### src/rtl/instruction_issue_unit.sv
// Single-issue front end: registered fetch from a fixed 16-word ROM, decode,
// reservation-slot allocation across four units, 8-entry ROB and a register
// status table that tracks the latest in-flight producer of each register.
module instruction_issue_unit (
   input  logic        clk1,
   input  logic        rst_n,
   input  logic [3:0]  pc,
   input  logic        valid_in,
   input  logic        rob_retire,
   input  logic [2:0]  add_free,
   input  logic [2:0]  mul_free,
   input  logic [1:0]  bch_free,
   input  logic [3:0]  lsq_free,
   output logic [15:0] inst,
   output logic [3:0]  func,
   output logic [3:0]  rs1,
   output logic [3:0]  rs2,
   output logic [3:0]  rd,
   output logic        stall,
   output logic        issued,
   output logic [1:0]  issue_unit,
   output logic [1:0]  issue_slot,
   output logic [2:0]  rob_tag,
   output logic        src1_busy,
   output logic        src2_busy,
   output logic [2:0]  src1_tag,
   output logic [2:0]  src2_tag,
   output logic [3:0]  rob_count
);

   function automatic logic [15:0] rom_word(input logic [3:0] a);
      case (a)
         4'd0:    rom_word = 16'h0123;
         4'd1:    rom_word = 16'h1456;
         4'd2:    rom_word = 16'h2789;
         4'd3:    rom_word = 16'h3ABC;
         4'd4:    rom_word = 16'h4105;
         4'd5:    rom_word = 16'h5206;
         4'd6:    rom_word = 16'h6127;
         4'd7:    rom_word = 16'h7348;
         default: rom_word = 16'hF000;
      endcase
   endfunction

   function automatic logic [1:0] low_idx(input logic [3:0] v);
      low_idx = 2'd0;
      for (int i = 3; i >= 0; i--)
         if (v[i]) low_idx = 2'(i);
   endfunction

   logic [15:0]       inst_q, inst_d;
   logic              fv_q, fv_d;
   logic [2:0]        add_occ_q, add_occ_d, mul_occ_q, mul_occ_d;
   logic [1:0]        bch_occ_q, bch_occ_d;
   logic [3:0]        lsq_occ_q, lsq_occ_d;
   logic [2:0]        head_q, head_d, tail_q, tail_d;
   logic [3:0]        count_q, count_d;
   logic [7:0][3:0]   rob_rd_q, rob_rd_d;
   logic [7:0]        rob_wr_q, rob_wr_d;
   logic [15:0]       busy_q, busy_d;
   logic [15:0][2:0]  reg_tag_q, reg_tag_d;
   logic              issued_q, issued_d;
   logic [1:0]        unit_q, unit_d, slot_q, slot_d;
   logic [2:0]        tag_q, tag_d;
   logic              s1b_q, s1b_d, s2b_q, s2b_d;
   logic [2:0]        s1t_q, s1t_d, s2t_q, s2t_d;

   logic              nop, writes, has_free, do_issue, do_retire;
   logic [1:0]        unit, slot;
   logic [3:0]        avail;

   assign func  = inst_q[15:12];
   assign rs1   = inst_q[11:8];
   assign rs2   = inst_q[7:4];
   assign rd    = inst_q[3:0];
   assign nop   = func[3];
   assign unit  = func[2:1];
   assign writes = ~func[3] & (func <= 4'd4);

   // Free-slot view of the target unit; slots released this cycle are not yet visible
   always_comb begin
      avail = 4'b0000;
      case (unit)
         2'd0:    avail = {1'b0, ~add_occ_q};
         2'd1:    avail = {1'b0, ~mul_occ_q};
         2'd2:    avail = ~lsq_occ_q;
         default: avail = {2'b00, ~bch_occ_q};
      endcase
   end

   assign has_free  = |avail;
   assign slot      = low_idx(avail);
   assign stall     = fv_q & ~nop & ((count_q == 4'd8) | ~has_free);
   assign do_issue  = fv_q & ~nop & ~stall;
   assign do_retire = rob_retire & (count_q != 4'd0);

   // Next-state: fetch, slot occupancy, ROB pointers, register status, issue outputs
   always_comb begin
      inst_d    = inst_q;
      fv_d      = fv_q;
      add_occ_d = add_occ_q & ~add_free;
      mul_occ_d = mul_occ_q & ~mul_free;
      bch_occ_d = bch_occ_q & ~bch_free;
      lsq_occ_d = lsq_occ_q & ~lsq_free;
      head_d    = head_q;
      tail_d    = tail_q;
      count_d   = count_q;
      rob_rd_d  = rob_rd_q;
      rob_wr_d  = rob_wr_q;
      busy_d    = busy_q;
      reg_tag_d = reg_tag_q;
      issued_d  = 1'b0;
      unit_d    = unit_q;
      slot_d    = slot_q;
      tag_d     = tag_q;
      s1b_d     = s1b_q;
      s2b_d     = s2b_q;
      s1t_d     = s1t_q;
      s2t_d     = s2t_q;

      if (!stall) begin
         fv_d = valid_in;
         if (valid_in) inst_d = rom_word(pc);
      end

      // retire clears first so a same-cycle issue to the same register wins
      if (do_retire) begin
         head_d = head_q + 3'd1;
         if (rob_wr_q[head_q] && reg_tag_q[rob_rd_q[head_q]] == head_q)
            busy_d[rob_rd_q[head_q]] = 1'b0;
      end

      if (do_issue) begin
         case (unit)
            2'd0:    add_occ_d[slot] = 1'b1;
            2'd1:    mul_occ_d[slot] = 1'b1;
            2'd2:    lsq_occ_d[slot] = 1'b1;
            default: bch_occ_d[slot[0]] = 1'b1;
         endcase
         rob_rd_d[tail_q] = rd;
         rob_wr_d[tail_q] = writes;
         tail_d   = tail_q + 3'd1;
         issued_d = 1'b1;
         unit_d   = unit;
         slot_d   = slot;
         tag_d    = tail_q;
         if (unit[1] == 1'b0) begin
            s1b_d = busy_q[rs1];
            s2b_d = busy_q[rs2];
            s1t_d = reg_tag_q[rs1];
            s2t_d = reg_tag_q[rs2];
         end else begin
            s1b_d = 1'b0;
            s2b_d = 1'b0;
            s1t_d = 3'd0;
            s2t_d = 3'd0;
         end
         if (writes) begin
            busy_d[rd]    = 1'b1;
            reg_tag_d[rd] = tail_q;
         end
      end

      case ({do_issue, do_retire})
         2'b10:   count_d = count_q + 4'd1;
         2'b01:   count_d = count_q - 4'd1;
         default: count_d = count_q;
      endcase
   end

   // State registers
   always_ff @(posedge clk1 or negedge rst_n) begin
      if (!rst_n) begin
         inst_q    <= '0;
         fv_q      <= 1'b0;
         add_occ_q <= '0;
         mul_occ_q <= '0;
         bch_occ_q <= '0;
         lsq_occ_q <= '0;
         head_q    <= '0;
         tail_q    <= '0;
         count_q   <= '0;
         rob_rd_q  <= '0;
         rob_wr_q  <= '0;
         busy_q    <= '0;
         reg_tag_q <= '0;
         issued_q  <= 1'b0;
         unit_q    <= '0;
         slot_q    <= '0;
         tag_q     <= '0;
         s1b_q     <= 1'b0;
         s2b_q     <= 1'b0;
         s1t_q     <= '0;
         s2t_q     <= '0;
      end else begin
         inst_q    <= inst_d;
         fv_q      <= fv_d;
         add_occ_q <= add_occ_d;
         mul_occ_q <= mul_occ_d;
         bch_occ_q <= bch_occ_d;
         lsq_occ_q <= lsq_occ_d;
         head_q    <= head_d;
         tail_q    <= tail_d;
         count_q   <= count_d;
         rob_rd_q  <= rob_rd_d;
         rob_wr_q  <= rob_wr_d;
         busy_q    <= busy_d;
         reg_tag_q <= reg_tag_d;
         issued_q  <= issued_d;
         unit_q    <= unit_d;
         slot_q    <= slot_d;
         tag_q     <= tag_d;
         s1b_q     <= s1b_d;
         s2b_q     <= s2b_d;
         s1t_q     <= s1t_d;
         s2t_q     <= s2t_d;
      end
   end

   assign inst       = inst_q;
   assign issued     = issued_q;
   assign issue_unit = unit_q;
   assign issue_slot = slot_q;
   assign rob_tag    = tag_q;
   assign src1_busy  = s1b_q;
   assign src2_busy  = s2b_q;
   assign src1_tag   = s1t_q;
   assign src2_tag   = s2t_q;
   assign rob_count  = count_q;

endmodule

### config.mk
export PLATFORM = sky130hd
export DESIGN_NAME = instruction_issue_unit
export DESIGN_NICKNAME = d
export VERILOG_FILES = /design/src/rtl/instruction_issue_unit.sv
export SDC_FILE = /design/constraint.sdc
export NUM_CORES = 1
export LEC_CHECK = 0
export ABC_AREA = 1
export BUFFER_PORTS_ARGS = -buffer_cell sky130_fd_sc_hd__buf_2
export CAP_MARGIN = 25
export CORE_MARGIN = 2
export CORE_UTILIZATION = 40
export DETAILED_ROUTE_END_ITERATION = 6
export PLACE_DENSITY_LB_ADDON = 0.08
export SLEW_MARGIN = 20
export SYNTH_ARGS = -nofsm -noshare
export SYNTH_HDL_FRONTEND = slang
export SYNTH_SLANG_ARGS = --single-unit
### constraint.sdc
create_clock -name clk1 -period 3.82 [get_ports clk1]
set_input_delay 0 -clock clk1 [delete_from_list [all_inputs] [get_ports clk1]]
set_output_delay 0 -clock clk1 [all_outputs]
set_load 0.02 [all_outputs]
Yosys cells after proc, flatten, opt, wreduce, memory -nomap -nowiden
Memories as Yosys holds them, arrays and structs flattened.
Index checks and enable logic that the tools add are counted.
Widths: inputs -> output; s select.
{"block": "totals", "mem_count": 1, "inputBits": 20, "out_inout_bits": 53, "register_bits": 159, "elab_cells": 164, "mem_bits_ro": 120}
{"block": "classes", "bitwise_logic": 28, "magnitude_cmp": 14, "add_sub_neg": 4, "reduce_logical": 13, "eq_ne": 6, "n_mux": 55}
{"memory": "(name not given)", "words": 8, "word_bits": 15, "rd": 1, "rd_clocked_by_memory_dff": 0, "write_ports": 0, "line": "32", "text": "case (a)"}
{"op": "$mux 16", "n": 5}
{"op": "$bwmux 48", "n": 1}
{"op": "$bmux 3 s4", "n": 3}
{"op": "$bwmux 32", "n": 1}
{"op": "$mux 3", "n": 10}
{"op": "$lt 4x5->1 const B", "n": 4}
{"op": "$and 16x16->16", "n": 1}
{"op": "$mux 4", "n": 4}
{"op": "$not 16->16", "n": 1}
{"op": "$or 16x16->16", "n": 1}
{"op": "$bmux 4 s3", "n": 1}
{"op": "$demux 3 s4", "n": 1}
{"op": "$demux 4 s3", "n": 1}
{"op": "$mux 2", "n": 6}
{"op": "$not 3->3", "n": 4}
{"op": "$pmux 4 s3", "n": 1}
{"op": "$mux 1", "n": 11}
{"op": "$bmux 1 s4", "n": 2}
{"op": "$bwmux 8", "n": 1}
{"op": "$demux 1 s4", "n": 2}
{"op": "$ge 4x1->1 const B", "n": 2}
{"op": "$lt 3x4->1 const B", "n": 2}
{"op": "$not 4->4", "n": 2}
{"op": "$pmux 4 s2", "n": 1}
{"op": "other kinds (34)", "n": 52}

Depth between registers and ports, before layout
Gate-level depths: netlist (run 1).
{"block": "depth", "word_depth": 13, "mapped_depth": 22, "ltp_nobuf": 20}

Worst setup path before layout (run 1)
Ideal clock, no wire load.
{"block": "synth_timing", "path_type": "register to register", "start": "register inst_q[13], in the netlist inst[13]", "end": "register count_q[3], in the netlist rob_count[3]", "setup_ps": 80, "t_arrival_ps": 3039, "n_path_buf": 2, "setup_slack_ps": 701, "synth_period_minus_slack_ps": 3119, "stages_incl_launch_ff": 23, "required_ps": 3740, "cell_sequence": "dfrtp_1 > inv_1 > nor2_2 > inv_2 > o21ai_0 > o22ai_1 > nand2_2 > inv_1 > nand2_1 > nand2_2 > nor3_4 > inv_2 > buf_4 > buf_2 > ha_1 > nand2_1 > inv_1 > nor2_1 > nand2_1 > nor2_1 > a31oi_1 > a211oi_1 > xor2_1"}
{"block": "synth_via", "elab_chain_cells": 10, "word_cells_on_any_way": 14, "cone_classes": "eq/ne: 4; mux: 2; bitwise: 5; reduce/logical: 3"}
{"item": "from (decl)", "line": "51", "text": "logic [15:0] inst_q, inst_d;"}
{"item": "from (signal assigned)", "line": "196", "text": "inst_q <= inst_d;"}
{"item": "$eq 2x2->1, or another cell as far along", "line": "83", "text": "case (unit)"}
{"item": "$pmux 4 s3 *", "line": "83"}
{"item": "$reduce_or 4->1 *", "line": "91", "text": "assign has_free = |avail;"}
{"item": "$not 1->1 *", "line": "93", "text": "assign stall = fv_q & ~nop & ((count_q == 4'd8) | ~has_free);"}
{"item": "$or 1x1->1 *", "line": "93"}
{"item": "$and 1x1->1 *", "line": "93"}
{"item": "$not 1->1 (no line) *"}
{"item": "$and 1x1->1 *", "line": "94", "text": "assign do_issue = fv_q & ~nop & ~stall;"}
{"item": "named net do_issue", "line": "68", "text": "logic nop, writes, has_free, do_issue, do_retire;"}
{"item": "$eq 2x1->1 or $eq 2x2->1 (tied branches)", "line": "164", "text": "case ({do_issue, do_retire})"}
{"item": "$pmux 4 s2 or $reduce_bool 2->1 (tied branches)"}
{"item": "to (signal assigned)", "line": "204", "text": "count_q <= count_d;"}
{"item": "to (decl)", "line": "57", "text": "logic [3:0] count_q, count_d;"}
The timed path passes the listed nets; every way through them passes the cells marked *.
A chain may end at the register's enable or synchronous reset.

Worst setup path in the final report (run 1)
{"block": "layout_timing", "start": "register inst_q[14], in the netlist inst[14]", "end": "register inst_q[3], in the netlist inst[3]"}
{"block": "layout_via", "elab_chain_cells": 8, "word_cells_on_any_way": 10, "cone_classes": "eq/ne: 2; mux: 1; bitwise: 4; reduce/logical: 3"}
{"item": "$eq 2x2->1, or another cell as far along", "line": "83"}
{"item": "$pmux 4 s3 *", "line": "83"}
{"item": "$reduce_or 4->1 *", "line": "91"}
{"item": "$not 1->1 *", "line": "93"}
{"item": "$or 1x1->1 *", "line": "93"}
{"item": "$and 1x1->1 *", "line": "93"}
{"item": "$not 1->1 (no line) *"}
{"item": "$reduce_and 2->1 (no line) *"}
Mark *: on every way between the ends. The rest lies on a longest branch, timed or not.

==> results_dict.tcl, run 1 <==
set metrics [dict create \
    outcome "finished, final reports clean" \
    clock-sinks 159 \
    fmax_mhz 322 \
    dieArea_mm2 0.0235 \
    fin_nets 1260 \
    first_pass_iters 6 \
    fin_worst_skew_ps 19.8 \
    hold_class "primary input to flop" \
    ir_drop_mv 0.396 \
    ys_seq_area_share_pct 44.6 \
    rr_worst_depth 13 \
    htree_num_levels 4 \
    regToRegEndpoint "inst[3]" \
    core_mm2 0.0218 \
    critPathMaxFanout 15 \
    mostFrequentLayoutCells "nand2_1 (320), dfrtp_1 (159), inv_1 (123)" \
    powerDensity_mw_per_mm2 783 \
    cp.arrival_ps 3470 \
    viasPerCell 5.34 \
    synth_nets 1199 \
    final_common_cell "nand2_1" \
    cp-start-kind "flop" \
    cts_root_buffer "clkbuf_16" \
    cts_buffers 17 \
    grt.overflow.total 0 \
    yosysTopAreaCell "dfrtp_1" \
    cts_max_path_buffers 2 \
    fin_ws_ps 710 \
    num_rows 54 \
    maxSlewHeadroom_pct 43.3 \
    clk_pin_slew_worst_paths_ps 70 \
    hold_viol_final 0 \
    initial_utilization_pct 40.8 \
    synth_top_family_by_area "simple AND/OR/NAND/NOR gates" \
    period_minus_slack_ps 3110 \
    tightest_slew_ps 850 \
    areaGrowthSynthToFinish_pct 15.0 \
    synth-simple-area-share_pct 24.0 \
    period_share_pct 81.4 \
    first_global_vias 7775 \
    clk_latency_ps 450 \
    diodes 0 \
    synth_adder_area_share_pct 1.26 \
    pre_cts_ws_ps 814 \
    r2r-start "inst[14]" \
    setup_violations 0 \
    async_flop_share_pct 100 \
    wl_met1_um 13700 \
    synth_xor_area_share_pct 0.688 \
    drtIter0Drc 606 \
    rrSetupSlack_ps 710 \
    grt_max_degree 83 \
    synthTopCellsByArea "dfrtp_1 (45%), nand2_1 (13%), o21ai_0 (6.4%), inv_1 (5.2%), nand3_1 (4.8%)" \
    dp_hpwl_um 19500 \
    ys.flop_type "dfrtp_1" \
    leakagePower_nw 4.87 \
    grtUsageTotal_pct 24.6 \
    whs_ps 105 \
    startpoint "inst[14]" \
    ys_warn_count 0 \
    die_h_um 153 \
    netlist_area_mm2 0.00891 \
    antenna_found_initial 0 \
    cp-endpoint "inst[3]" \
    fin_tns_setup_ps 0 \
    slew_viol_final 0 \
    postRouteAntennaNets 0 \
    cts_tree "done" \
    synth_edf_count 0 \
    endpoint_kind "flop" \
    drv_cap 0 \
    synthMuxAreaShare_pct 0.126 \
    grt_pass1_wl_um 45200 \
    rsz0062_at_grt "false" \
    ys_seq_elements 159 \
    worstPathRequired_ps 4180 \
    syn_avg_cell_area_um2 7.62 \
    met2_wirelength_um 12400 \
    syn_inst 1170 \
    dieWidth_um 153 \
    vias 8131 \
    post_cts_resized 0 \
    yosys.area.top_type_share_pct 44.6 \
    drt_wl_total_um 28300 \
    synth_cell_types 42 \
    wl_met3_um 1620 \
    drcViolationCount 0 \
    wl_per_cell_um 18.6 \
    path_class "flop to flop" \
    top_layer "met4" \
    numPortBuffers 72 \
    ios 73 \
    gp_congestion 0.871 \
    drive_gt1_share_pct 12.4 \
    synth_compound_area_share_pct 19.7 \
]
[kinds of logic after synthesis]
| family | Yosys count |
|---|---|
| AND/OR/NAND/NOR | 483 |
| AO/OA/AOI/OAI | 313 |
| buffers and inverters | 198 |
| flip-flops | 159 |
| adder cells (fa/ha/maj) | 9 |
| XOR/XNOR | 7 |
| multiplexers | 1 |
[critical path: stages (launching register included)]
cell and delay (ps):
dfrtp_1 570, inv_1 130, nor2_1 240, inv_2 130, o221ai_2 200, a21oi_1 100, nand2_1 140, nand2_2 80
nand2_1 100, nand2_1 160, inv_1 380, nand4_1 140, dlygate4sd3_1 580, o21ai_0 60
[Yosys cell counts, types with 13 or more instances]
| cell type | n |
|---|---|
| o22ai_1 | 13 |
| buf_2 | 13 |
| o21a_1 | 20 |
| nand2_1 | 320 |
| nand3_1 | 86 |
| dfrtp_1 | 159 |
| inv_1 | 123 |
| o21ai_0 | 114 |
| clkbuf_1 | 26 |
| nor2_1 | 38 |
| buf_4 | 22 |
| a21oi_1 | 78 |
| o21ai_1 | 52 |
[cell type report]
class                      instances  area (um2)
tap                              280         350
inverter                         130         490
timing repair buffer             110         712
multi-input combinational        813        4080
fill                            2223       11600
sequential                       159        3980
clock buffer                      17         425
clock inverter                    14         215
[state kept, by name, indices dropped and copies added, names as in the netlist, 4 cells and up]
register and count:
lsq_occ_q 4, reg_tag_q 48, busy_q 16, rob_rd_q 32, rob_wr_q 8, rob_count 4
inst 16
[per-stage QoR]
stage | cells | util (%) | power [mW] | cell area [um2]
floorplan | 1170 | - | 5.04 | 8910
global placement | 1473 | 43.2 | 6.07 | 9420
detailed placement | 1473 | 43.2 | 6.08 | 9420
CTS | 1523 | 47.0 | 8.01 | 10200
global route | 1523 | 47.0 | 8.61 | 10200
finish | 1523 | 47.0 | 8.02 | 10200
[routing by layer]
layer,track usage [%],up-vias
li1,-,3972
met1,36.7,3840
met2,36.3,275
met3,4.39,44
met4,7.94,0
met5,0,-
[where the power goes]
| part | total, mW | internal (mW) | switching, mW | leakage [nW] |
|---|---|---|---|---|
| clock network | 1.89 | 1.12 | 0.776 | 0.315 |
| logic | 3.72 | 1.17 | 2.55 | 2.51 |
| registers | 2.40 | 2.08 | 0.327 | 2.04 |
| total | 8.02 | 4.36 | 3.66 | 4.87 |
[what timing repair did]
item,in CTS,in global routing
setup endpoints to repair,0,0
setup buffers,0,0
hold buffers,19,0
endpoints found under the hold margin,104,0
[how the worst min path moves through the flow]
stage | startpoint | cells after the start | endpoint
global placement | rst_n | 1 | reg_tag_q[5]
finish | rob_retire | 6 | head_q[1]
global route | rob_retire | 6 | head_q[1]
CTS | rob_retire | 6 | head_q[1]
floorplan | rst_n | 0 | add_occ_q[0]
detailed placement | rst_n | 1 | reg_tag_q[7]
Note: power is estimated with default switching activity, not from simulation.
==> inputs of run 2 (changes only) <==
Settings changed: ABC_AREA 1 to 0.
Clock period 3.82 ns to 2.53 ns, I/O delays scaled along.
==> run 2 against run 1 <==
The run now ends with setup timing left; sequential power is 66% higher; area after synthesis increased by 1.5%; die area up 1.4%; clock-buffer cell count is the same; via count fell by 11%; largest cell class unchanged.
==> results_dict.tcl, run 2 <==
set metrics [dict create \
    outcome "complete, but fails checks" \
    violations "setup timing" \
    ys_warn_count 0 \
    cp-start-kind "flop" \
    cts_root_buffer "clkbuf_16" \
    first_pass_iters 7 \
    core_mm2 0.0224 \
    die_h_um 154 \
    synth_top_family_by_area "multiplexers" \
    fin_util_pct 53.8 \
    drcViolationCount 0 \
    antenna_found_initial 0 \
    dieWidth_um 154 \
    wl_per_cell_um 21.5 \
    synth_edf_count 0 \
    synthTopCellsByArea "dfrtp_1 (44%), mux4_2 (12%), mux2_2 (11%), nand2_1 (3.8%), mux2i_1 (3.0%)" \
    final_common_cell "dfrtp_1" \
    synth_adder_area_share_pct 1.24 \
    first_global_vias 7673 \
    grt_pass1_wl_um 44000 \
    cts_buffers 17 \
    syn_inst 802 \
    syn_avg_cell_area_um2 11.3 \
    clock-sinks 159 \
    diodes 0 \
    path_class "flop to flop" \
    ir_drop_mv 0.474 \
    dieArea_mm2 0.0238 \
    initial_utilization_pct 40.3 \
    htree_num_levels 4 \
    place_inst 1219 \
    viasPerCell 5.61 \
    rsz0062_at_grt "true" \
    top_layer "met4" \
    drive_gt1_share_pct 45.8 \
    fin_ws_ps -435 \
    setup_violations 78 \
    synth_compound_area_share_pct 10.3 \
    synthTopCellsByCount "dfrtp_1 (159), nand2_1 (92), mux2_2 (87)" \
    whs_ps 157 \
    period_share_pct 117 \
    endpoint_kind "flop" \
    numPortBuffers 72 \
    period_minus_slack_ps 2960 \
    yosysMostFrequentCell "dfrtp_1" \
    p_total_mw 13.5 \
    drtIter0Drc 612 \
    hold_viol_final 0 \
    dp_hpwl_um 20000 \
    final_cell_count_no_fill 1292 \
    synthMuxAreaShare_pct 25.9 \
    clk_latency_ps 430 \
    clk_pin_slew_worst_paths_ps 70 \
    num_rows 55 \
    largest_register_ffs 48 \
    fin_nets 1024 \
    leakagePower_nw 5.48 \
    largestRegisters "reg_tag_q x48, rob_rd_q x32" \
    async_flop_share_pct 100 \
    wl_met1_um 12700 \
    postRouteAntennaNets 0 \
    drt_wl_total_um 27800 \
    grt.overflow.total 0 \
    regArea_mm2 0.00398 \
    ios 73 \
    met2_wirelength_um 13500 \
    fillerInstances 1893 \
    areaGrowthSynthToFinish_pct 33.4 \
    ys.flop_type "dfrtp_1" \
    grt_max_degree 77 \
    ys_seq_area_share_pct 44.0 \
    cp.arrival_ps 3330 \
    ys_seq_elements 159 \
    maxSlewHeadroom_pct 48.9 \
    synth_nets 831 \
    fin_worst_skew_ps 8.80 \
    top_register "reg_tag_q" \
    synth_xor_area_share_pct 0.871 \
    powerDensity_mw_per_mm2 1120 \
    critPathMaxFanout 10 \
    gp_congestion 0.911 \
    yosysTopAreaCell "dfrtp_1" \
    tightest_slew_ps 764 \
    vias 7246 \
    netlist_area_mm2 0.00904 \
    cts_max_path_buffers 2 \
    fmax_mhz 337 \
    synth_cell_types 65 \
    cts_tree "done" \
    slew_viol_final 0 \
    wl_met3_um 1170 \
    grtUsageTotal_pct 24.1 \
    hold_class "primary input to async pin" \
    drv_cap 0 \
    worstPathRequired_ps 2890 \
    mostFrequentLayoutCells "dfrtp_1 (155), buf_4 (113), nand2_1 (87)" \
    synth-simple-area-share_pct 12.8 \
    multi_input_area_mm2 0.00512 \
    yosys.area.top_type_share_pct 44.0 \
]
==> run 2: cell count changes in the layout (fill, tap and decap cells not counted), sizes merged, moves of 14 or more <==
cell	before	now
inv	138	32
buf	91	225
nor2b	0	14
nand2b	0	15
mux2i	0	29
mux4	0	47
mux2	1	87
o21a	20	0
nand2	324	92
nand3	88	11
o21ai	167	33
a21oi	78	23
==> run 2: final cells by class <==
type,instances,area share (%)
clock inverters,14,1.31
multi-input cells,548,42.5
inverters,26,0.871
well taps,285,2.95
clock buffers,17,3.53
flip-flops and latches,159,33.0
repair buffers,243,15.9
==> run 2: power by group <==
group          internal (mW)  switching, mW
logic                   3.41           3.51
registers               3.24          0.746
clock network           1.47           1.16
==> run 2: cell families (layout without fill, tap and decap cells) <==
group | count (synthesis) | in the layout
simple gates | 235 | 235
buf+inv | 95 | 300
compound gates | 132 | 132
fa+ha+maj | 9 | 9
xor+xnor | 9 | 9
mux | 163 | 163
flops | 159 | 159
==> run 2: final timing paths <==
| path | end | startpoint | depth (start not counted) | slack (ps) |
|---|---|---|---|---|
| hold reg to reg | issue_unit[0] | issue_unit[0] | 2 | 470 |
| setup reg to reg | busy_q[6] | head_q[0] | 10 | -430 |
| min in group clk1 | head_q[0] | rob_retire | 3 | 170 |
| hold / removal | add_occ_q[2] | rst_n | 2 | 160 |
| setup / recovery | busy_q[6] | head_q[0] | 10 | -430 |
| max in group asynchronous | reg_tag_q[37] | rst_n | 3 | 1580 |
==> run 2: what timing repair did <==
item | in CTS | in global routing
gates resized for setup | 101 | 37
setup buffers | 13 | 15
hold buffers | 18 | 0
setup endpoints to repair | 108 | 105
hold endpoints to repair | 96 | 0
pin swaps | 18 | 17
==> run 2: worst max-delay path, stage by stage, from the launching register on <==
cell and delay (ps):
dfrtp_2 450, mux2i_1 130, mux4_2 560, mux2i_1 160, and4b_1 200, o41a_1 440, or4_4 440, o211ai_4 160
nor2_4 80, buf_12 160, a21oi_4 110
==> run 2: metal layers <==
| metal | global-route usage, % | vias to the layer above |
|---|---|---|
| met2 | 40.6 | 205 |
| met1 | 32.6 | 3690 |
| met5 | 0 | - |
| met4 | 7.10 | 0 |
| li1 | - | 3321 |
| met3 | 3.73 | 30 |
==> run 2: stage by stage <==
step	area, um2	setup TNS, ps	worst slack (ps)
final	12100	-12870	-435
after global routing	12100	-21710	-549
after CTS	11800	-14980	-428
after detailed placement	10600	-22790	-490
after global placement	10600	-19850	-403
after floorplan	9170	-8670	-291
==> inputs of run 3 (changes only) <==
Settings changed: ABC_AREA 0 to 1, CORE_MARGIN 2 to unset, CORE_UTILIZATION 40 to 47.
==> run 3 against run 2 <==
The flow now finishes without violations; sequential cell count unchanged; critical path depth grew 9; first-iteration DRC count increased by 49%; clock skew increased by 5.8 ps; design area down 9.5%; combinational power is 5.9% higher; fmax increased by 19%; clock-buffer cell count rose by 1; die area fell by 18%.
==> results_dict.tcl, run 3 (same netlist as run 1, synthesis figures left out) <==
set metrics [dict create \
    largest_register_ffs 48 \
    grt.overflow.total 0 \
    ios 73 \
    die_h_um 140 \
    largestRegisters "reg_tag_q x48, rob_rd_q x32" \
    endpoint_kind "flop" \
    critPathMaxFanout 8 \
    cts_tree "done" \
    num_rows 50 \
    fillerInstances 1718 \
    grt.met1_usage_pct 43.3 \
    initial_utilization_pct 47.8 \
    antenna_found_initial 0 \
    dieArea_mm2 0.0195 \
    grtUsageTotal_pct 28.5 \
    mostFrequentLayoutCells "nand2_1 (288), dfrtp_1 (155), inv_1 (117)" \
    path_class "flop to flop" \
    p_total_mw 13.5 \
    hold_viol_final 0 \
    fin_tns_setup_ps 0 \
    cp.arrival_ps 2800 \
    first_pass_iters 6 \
    outcome "finished, final reports clean" \
    areaGrowthSynthToFinish_pct 22.5 \
    clk_latency_ps 440 \
    diodes 0 \
    htree_num_levels 4 \
    core_mm2 0.0186 \
    wl_per_cell_um 18.1 \
    period_share_pct 98.1 \
    drv_cap 0 \
    final_common_cell "nand2_1" \
    slew_viol_final 0 \
    fin_worst_skew_ps 14.6 \
    dp_hpwl_um 19300 \
    met2_usage_pct 41.3 \
    clock-sinks 159 \
    place_inst 1457 \
    vias 8386 \
    postLayoutCellArea_mm2 0.0109 \
    cts_buffers 17 \
    leakagePower_nw 5.17 \
    crit_chain "buf_6 -> nand2_1 -> nand3_2 -> nand3_2 -> nand2_4 -> clkbuf_16 -> nand2_2 -> nand2_2 -> nand2_1 -> nand2_1 -> nand2_1 -> nand2_2 -> o21ai_2 -> nand2_2 -> nor2_4 -> clkbuf_16 -> nand3_1 -> nand2_1 -> nand2_1" \
    numPortBuffers 72 \
    cp-start-kind "flop" \
    globalRouteMet3Util_pct 5.88 \
    cts_root_buffer "clkbuf_16" \
    worstPathRequired_ps 2850 \
    fmax_mhz 403 \
    fin_nets 1304 \
    whs_ps 165 \
    clk_pin_slew_worst_paths_ps 70 \
    postRouteAntennaNets 0 \
    cp_common_cell "nand2_1" \
    dpl_cell_area_mm2 0.00969 \
    cp_num_buf_inv 3 \
    max_stage_delay_ps 460 \
    final_cell_count_no_fill 1522 \
    powerDensity_mw_per_mm2 1240 \
    top_usage_layer "met1" \
    tightest_slew_ps 709 \
    drt_wl_total_um 27500 \
    grt_max_degree 75 \
    gp_congestion 0.916 \
    rsz0062_at_grt "true" \
    drcViolationCount 0 \
    hold_class "primary input to async pin" \
    grt_pass1_wl_um 42400 \
    period_minus_slack_ps 2480 \
    drtIter0Drc 913 \
    dieWidth_um 140 \
    drive_gt1_share_pct 21.1 \
    cts_max_path_buffers 2 \
    viasPerCell 5.51 \
    first_global_vias 7478 \
    setup_violations 0 \
    ir_drop_mv 0.768 \
    cpMaxStageDelayCell "dfrtp_2" \
    critPathTopFamily "simple AND/OR/NAND/NOR gates" \
    top_register "reg_tag_q" \
    maxSlewHeadroom_pct 52.7 \
]
run 3: cell types whose count changed in the layout (fill, tap and decap cells not counted), moves of 47 or more:
cell     change
inv_1       +93
o21ai_0     +79
nand3_1     +68
nand2_1    +201
o21ai_1     +49
a21oi_1     +65
mux4_2      -47
buf_4       -64
mux2_2      -48
run 3: per-layer routing:
layer	vias up	share of wire, %
li1	4067	-
met1	3953	47
met2	339	44
met3	27	7.8
met4	0	1.3
met5	-	0
run 3: stage by stage:
step	utilization (%)	worst slack, ps
after floorplan	-	-427
after global placement	52.0	15.9
after detailed placement	52.0	-48.5
after CTS	56.2	3.09
after global routing	58.6	-119
final	58.6	48.5
run 3: what timing repair did:
action	in CTS	in global routing
resized for setup	4	75
cloned	0	4
pin swaps	1	21
buffers inserted	1	11
endpoints found under the hold margin	98	0
setup endpoints to repair	5	95
hold buffers	18	0
run 3: final cells by class:
class	count	area, um2	share of cell area [%]
Multi-Input combinational cell	813	4350	39.8
Clock buffer	18	439	4.02
Tap cell	234	293	2.68
Clock inverter	14	151	1.39
Inverter	130	493	4.51
Timing Repair Buffer	154	1210	11.1
Sequential cell	159	3980	36.5
run 3: worst paths after layout:
kind | from | to | slack, ps | depth (start not counted)
worst min-delay path | rst_n | rob_rd_q[30] | 170 | 2
max in group asynchronous | rst_n | busy_q[6] | 1580 | 3
worst max-delay path | head_q[0] | busy_q[15] | 50 | 19
worst min register to register | issue_slot[1] | issue_slot[1] | 470 | 2
min in group clk1 | rob_retire | head_q[0] | 170 | 5
worst max register to register | head_q[0] | busy_q[15] | 50 | 19
run 3: report_power, final:
part	leakage [nW]	internal, mW	switching, mW	total [mW]
Sequential	2.04	3.14	0.462	3.60
Clock	0.288	1.42	1.19	2.61
Combinational	2.84	2.88	4.45	7.33
